File: src/rtl/mmio_io_ctrl.sv
// Memory-mapped I/O controller: decodes the 0xC000 window, gates BRAM writes and
// provides per-channel LED, debounced switch, sticky edge and interrupt-mask registers.
module mmio_io_ctrl #(
   parameter int WIDTH  = 16,
   parameter int NCH    = 2,
   parameter int IN_W   = 8,
   parameter int OUT_W  = 8,
   parameter int DB_CYC = 4
) (
   input  logic                 clk_i,
   input  logic                 rst_ni,
   input  logic [WIDTH-1:0]     cpu_addr_i,
   input  logic [WIDTH-1:0]     cpu_wdata_i,
   input  logic                 cpu_we_i,
   input  logic [WIDTH-1:0]     mem_q_i,
   output logic                 mem_we_o,
   output logic [WIDTH-1:0]     cpu_rdata_o,
   input  logic [NCH*IN_W-1:0]  sw_i,
   output logic [NCH*OUT_W-1:0] led_o,
   output logic                 irq_o
);

   logic [1:0] rst_sync_q;
   logic       rst_int_n;

   // Reset asserts immediately but is released two clock edges later, aligned to clk_i.
   always_ff @(posedge clk_i or negedge rst_ni) begin
      if (!rst_ni) rst_sync_q <= 2'b00;
      else         rst_sync_q <= {rst_sync_q[0], 1'b1};
   end
   assign rst_int_n = rst_sync_q[1];

   logic       io_sel;
   logic       io_wr;
   logic [1:0] reg_sel;
   logic [2:0] ch_idx;
   logic       unused_bits;

   assign io_sel      = (cpu_addr_i[WIDTH-1 -: 2] == 2'b11);
   assign io_wr       = cpu_we_i & io_sel;
   assign reg_sel     = cpu_addr_i[1:0];
   assign ch_idx      = cpu_addr_i[4:2];
   assign mem_we_o    = cpu_we_i & ~io_sel;
   assign unused_bits = ^{cpu_addr_i, cpu_wdata_i};

   logic [NCH-1:0][WIDTH-1:0] ch_rdata;
   logic [NCH-1:0]            ch_irq;

   for (genvar gi = 0; gi < NCH; gi++) begin : g_ch
      logic [IN_W-1:0]  sync1_q;
      logic [IN_W-1:0]  db_q;
      logic [IN_W-1:0]  db_d;
      logic [IN_W-1:0]  edge_q;
      logic [IN_W-1:0]  edge_d;
      logic [IN_W-1:0]  edge_clr;
      logic [IN_W-1:0]  mask_q;
      logic [OUT_W-1:0] led_q;
      logic             wr_en;
      logic [WIDTH-1:0] rd_val;

      assign wr_en = io_wr & (ch_idx == 3'(gi));

      if (DB_CYC == 0) begin : g_bypass
         // The debounced register doubles as the second synchronizer stage.
         assign db_d = sync1_q;
      end else begin : g_db
         localparam int CW = $clog2(DB_CYC + 2);
         logic [IN_W-1:0] sync2_q;
         logic [IN_W-1:0] prev_q;
         logic [CW-1:0]   cnt_q;
         logic [CW-1:0]   stable_cnt;

         // Number of consecutive cycles, including this one, that sync2_q has held.
         assign stable_cnt = (sync2_q != prev_q) ? CW'(1) : cnt_q + CW'(1);
         assign db_d       = (stable_cnt >= CW'(DB_CYC)) ? sync2_q : db_q;

         always_ff @(posedge clk_i or negedge rst_int_n) begin
            if (!rst_int_n) begin
               sync2_q <= '0;
               prev_q  <= '0;
               cnt_q   <= '0;
            end else begin
               sync2_q <= sync1_q;
               prev_q  <= sync2_q;
               cnt_q   <= (stable_cnt >= CW'(DB_CYC)) ? CW'(DB_CYC) : stable_cnt;
            end
         end
      end

      assign edge_clr = (wr_en && reg_sel == 2'd2) ? cpu_wdata_i[IN_W-1:0] : '0;
      assign edge_d   = (edge_q & ~edge_clr) | (db_d & ~db_q);

      always_ff @(posedge clk_i or negedge rst_int_n) begin
         if (!rst_int_n) begin
            sync1_q <= '0;
            db_q    <= '0;
            edge_q  <= '0;
            mask_q  <= '0;
            led_q   <= '0;
         end else begin
            sync1_q <= sw_i[gi*IN_W +: IN_W];
            db_q    <= db_d;
            edge_q  <= edge_d;
            if (wr_en && reg_sel == 2'd0) led_q  <= cpu_wdata_i[OUT_W-1:0];
            if (wr_en && reg_sel == 2'd3) mask_q <= cpu_wdata_i[IN_W-1:0];
         end
      end

      always_comb begin
         rd_val = '0;
         case (reg_sel)
            2'd0:    rd_val[OUT_W-1:0] = led_q;
            2'd1:    rd_val[IN_W-1:0]  = db_q;
            2'd2:    rd_val[IN_W-1:0]  = edge_q;
            default: rd_val[IN_W-1:0]  = mask_q;
         endcase
      end

      assign ch_rdata[gi]                = rd_val;
      assign ch_irq[gi]                  = |(edge_q & mask_q);
      assign led_o[gi*OUT_W +: OUT_W]    = led_q;
   end

   logic [WIDTH-1:0] io_rdata;

   // Channel indices beyond NCH fall through to zero.
   always_comb begin
      io_rdata = '0;
      for (int c = 0; c < NCH; c++) begin
         if (ch_idx == 3'(c)) io_rdata = ch_rdata[c];
      end
   end

   assign cpu_rdata_o = io_sel ? io_rdata : mem_q_i;

   logic irq_q;

   always_ff @(posedge clk_i or negedge rst_int_n) begin
      if (!rst_int_n) irq_q <= 1'b0;
      else            irq_q <= |ch_irq;
   end
   assign irq_o = irq_q;

endmodule

File: config.mk
export PLATFORM = sky130hd
export DESIGN_NAME = mmio_io_ctrl
export DESIGN_NICKNAME = d
export VERILOG_FILES = /design/src/rtl/mmio_io_ctrl.sv
export SDC_FILE = /design/constraint.sdc
export NUM_CORES = 1
export LEC_CHECK = 0
export BUFFER_PORTS_ARGS = -buffer_cell sky130_fd_sc_hd__buf_2
export CORE_MARGIN = 2
export CORE_UTILIZATION = 35
export CTS_CLUSTER_SIZE = 30
export DETAILED_ROUTE_END_ITERATION = 12
export PLACE_DENSITY = 0.65
export SETUP_SLACK_MARGIN = 0.5
export SLEW_MARGIN = 5
export SYNTH_ARGS = -nofsm -noshare
export SYNTH_HDL_FRONTEND = slang
export SYNTH_SLANG_ARGS = --single-unit
File: constraint.sdc
create_clock -name clk_i -period 5.1 [get_ports clk_i]
set_input_delay 1.275 -clock clk_i [delete_from_list [all_inputs] [get_ports clk_i]]
set_output_delay 1.275 -clock clk_i [all_outputs]
set_load 0.1 [all_outputs]
==> qor.txt <==
Syn avg cell area -> 14.9 um^2
Grt ovf -> 0
Largest family of logic cells by synthesized area -> multiplexers
Starting Density -> 0.359
Register area share after synthesis -> 0.607
Seq cells post-synth -> 121
Syn_nets -> 403
Final net count -> 499
Power density cells -> 388 nW/um^2
Hold WC Path Type -> reg -> reg
Share of layout cells above drive strength 1 -> 0.425
Critical path arrival -> 3130 ps
Xor/xnor share of the synthesized area -> 0.0316
CTS tree -> built
Fillcell total -> 1270
Clk_lat worst skew -> 410 ps
Port Buffer Count -> 83
Routed length per instance -> 17.5 um
Register Area -> 3030 um^2
Post-synthesis cell count -> 334
Final WS setup -> 695 ps
Rel. slew slack -> 0.439
Simple-gate share of the synthesized area -> 0.0770
Via count -> 3149
Number of antenna violations at the first check in global routing -> 0
Area leader, netlist -> dfrtp_1
Status -> finished clean
Most common cell after layout, fill and taps aside -> dfrtp_1
Fmax -> 227 MHz
ANT cells -> 0
Die H -> 123 um
Clk root buf -> clkbuf_16
TritonCTS buffer count -> 17
Die Footprint -> 15200 um^2
Startpoint types -> primary input
Placed Cells -> 591
Final Max Slew Viols -> 0
Area of the multi-input gates -> 1850 um^2
Element type at the critical path end -> primary output
Share of the synthesized area in the top cell type -> 0.607
Core Area -> 13900 um^2
Final min period -> 4410 ps
Post-DP HPWL -> 7.63 mm
Die W -> 123 um
Setup Viol. Count Final -> 0
Worst slack at placement -> 649 ps
Adder-cell share of the synthesized area -> 0.00502
Antenna Nets Post-Route -> 0
Max Cap Viol -> 0
Postcts setup bufs -> 0
Synth Cell Area -> 4990 um^2
Fin cells -> 622
Clk_skew -> 9.73 ps
TritonRoute pass-1 iters -> 4
Hold-fix buffers, CTS -> 0
Slew @ Worst Pin -> 840 ps
Num ports -> 101
DR DRC count -> 0
GP Congestion -> 0.778
Synthesis Warnings -> 0
Leak -> 0.00284 uW
Area grow syn2layout -> 23.3%
Synth area leaders -> dfrtp_1 61%, mux2_2 8.6%, mux4_2 7.2%
H-Tree Depth -> 4
RSZ-0062 raised after global routing -> false
Vias/cell -> 5.06
Largest net degree at the start of global routing -> 63
Distinct cells, synth -> 34
Most frequent cells in the layout -> 120 x dfrtp_1, 83 x buf_2, 38 x mux2_2
Clock transition at path regs -> 50 ps
CP max FO -> 20
Worst setup path class -> in -> out
Final hold vios -> 0
Tcrit/Tclk final -> 0.864
Vias in the first global route -> 3272
First-pass GRT wire length -> 16.7 mm
Post-cts sizing count -> 0
Maximum resistive drop on vdd -> 182 uV
Synth Area in Compound Gates -> 0.0692
# rows -> 43
Mux cell area share after synthesis -> 0.181
Global Route Usage Sum -> 0.150
Setup TNS -> 0 ps
Required @ worst endpoint -> 3830 ps
CTS Buffer Depth -> 2
CTS sink cnt -> 121
Final WL -> 10.9 mm
1st-iter DRT viols -> 150
cells in the mapped netlist:
master and count:
dfrtp_1 121, mux2_2 38, nand2_1 25, inv_1 19
xnor2_1 18, a32o_1 16, mux4_2 16, mux2_1 10
o21ai_0 10, a22oi_1 8, and2_1 8, nand4_1 5
a221oi_1 4, a22o_1 4, buf_6 4, nor2_1 3
and3_1 2, buf_2 2, clkbuf_1 2, ha_1 2
nand3_2 2, nor3_4 2, nor4_4 2, a21oi_1 1
and4_1 1, buf_4 1, conb_1 1, inv_2 1
nand2b_1 1, nand4_4 1, nand4bb_4 1, nor2_4 1
nor3_1 1, nor3_2 1
stage by stage:
step           utilization  total power [uW]  area (um^2)  hold slack, ps
2_1_floorplan            -              1270         5020             331
3_3_place_gp         0.405              1340         5620             334
3_5_place_dp         0.405              1340         5620             335
4_1_cts              0.443              2420         6150             346
5_1_grt              0.443              2470         6150             348
6_report             0.443              2390         6150             345
cells by family after synthesis:
kind of cell    count (synthesis)
compound gates                 43
xor+xnor                       18
fa+ha+maj                       2
buf+inv                        29
mux                            64
other cells                     1
flops                         121
simple gates                   56
power breakdown:
group	total, uW	leakage, uW	switching (uW)	internal [uW]
Combinational	280	0.00104	209	71.0
Clock	1060	0.000254	400	665
Sequential	1040	0.00155	39.3	1000
Total	2390	0.00284	648	1740
path summary, 6_finish.rpt:
path	slack (ps)	cells after the start	end	start
min in group asynchronous	410	0	g_ch[0].sync1_q[1]$_DFF_PN0_	rst_sync_q[1]$_DFF_PN0_
worst max register to register	3070	4	g_ch[0].db_q[3]$_DFF_PN0_	g_ch[0].g_db.sync2_q[1]$_DFF_PN0_
worst min register to register	340	0	g_ch[0].g_db.sync2_q[0]$_DFF_PN0_	g_ch[0].sync1_q[0]$_DFF_PN0_
worst min-delay path	340	0	g_ch[0].g_db.sync2_q[0]$_DFF_PN0_	g_ch[0].sync1_q[0]$_DFF_PN0_
max in group asynchronous	3420	1	g_ch[0].g_db.prev_q[6]$_DFF_PN0_	rst_sync_q[1]$_DFF_PN0_
worst max-delay path	690	5	cpu_rdata_o[0]	cpu_addr_i[0]
critical path: stages:
cell and delay, ps:
buf_2 540, mux4_2 610, a22oi_1 310, o21ai_2 70
buf_2 320
layout make-up:
class / count / area share
well taps: 180 / 0.0366
inverters: 20 / 0.0122
repair buffers: 86 / 0.0712
clock inverters: 7 / 0.00732
multi-input cells: 184 / 0.300
clock buffers: 24 / 0.0799
flip-flops and latches: 121 / 0.493
flip-flops by register name (all words and copies together) (netlist names):
signal	cells
g_ch.sync1_q	16
rst_sync_q	2
g_ch.g_db.cnt_q	6
g_ch.led_q	16
irq_o	1
g_ch.g_db.prev_q	16
g_ch.db_q	16
g_ch.g_db.sync2_q	16
g_ch.edge_q	16
g_ch.mask_q	16
routing by layer:
metal	vias up	track usage	share of wire
met4	0	0.0646	0.016
li1	1416	-	-
met2	103	0.240	0.48
met1	1615	0.192	0.45
met5	-	0	0
met3	15	0.0401	0.054
No activity file was read; power rests on OpenSTA's default activity.
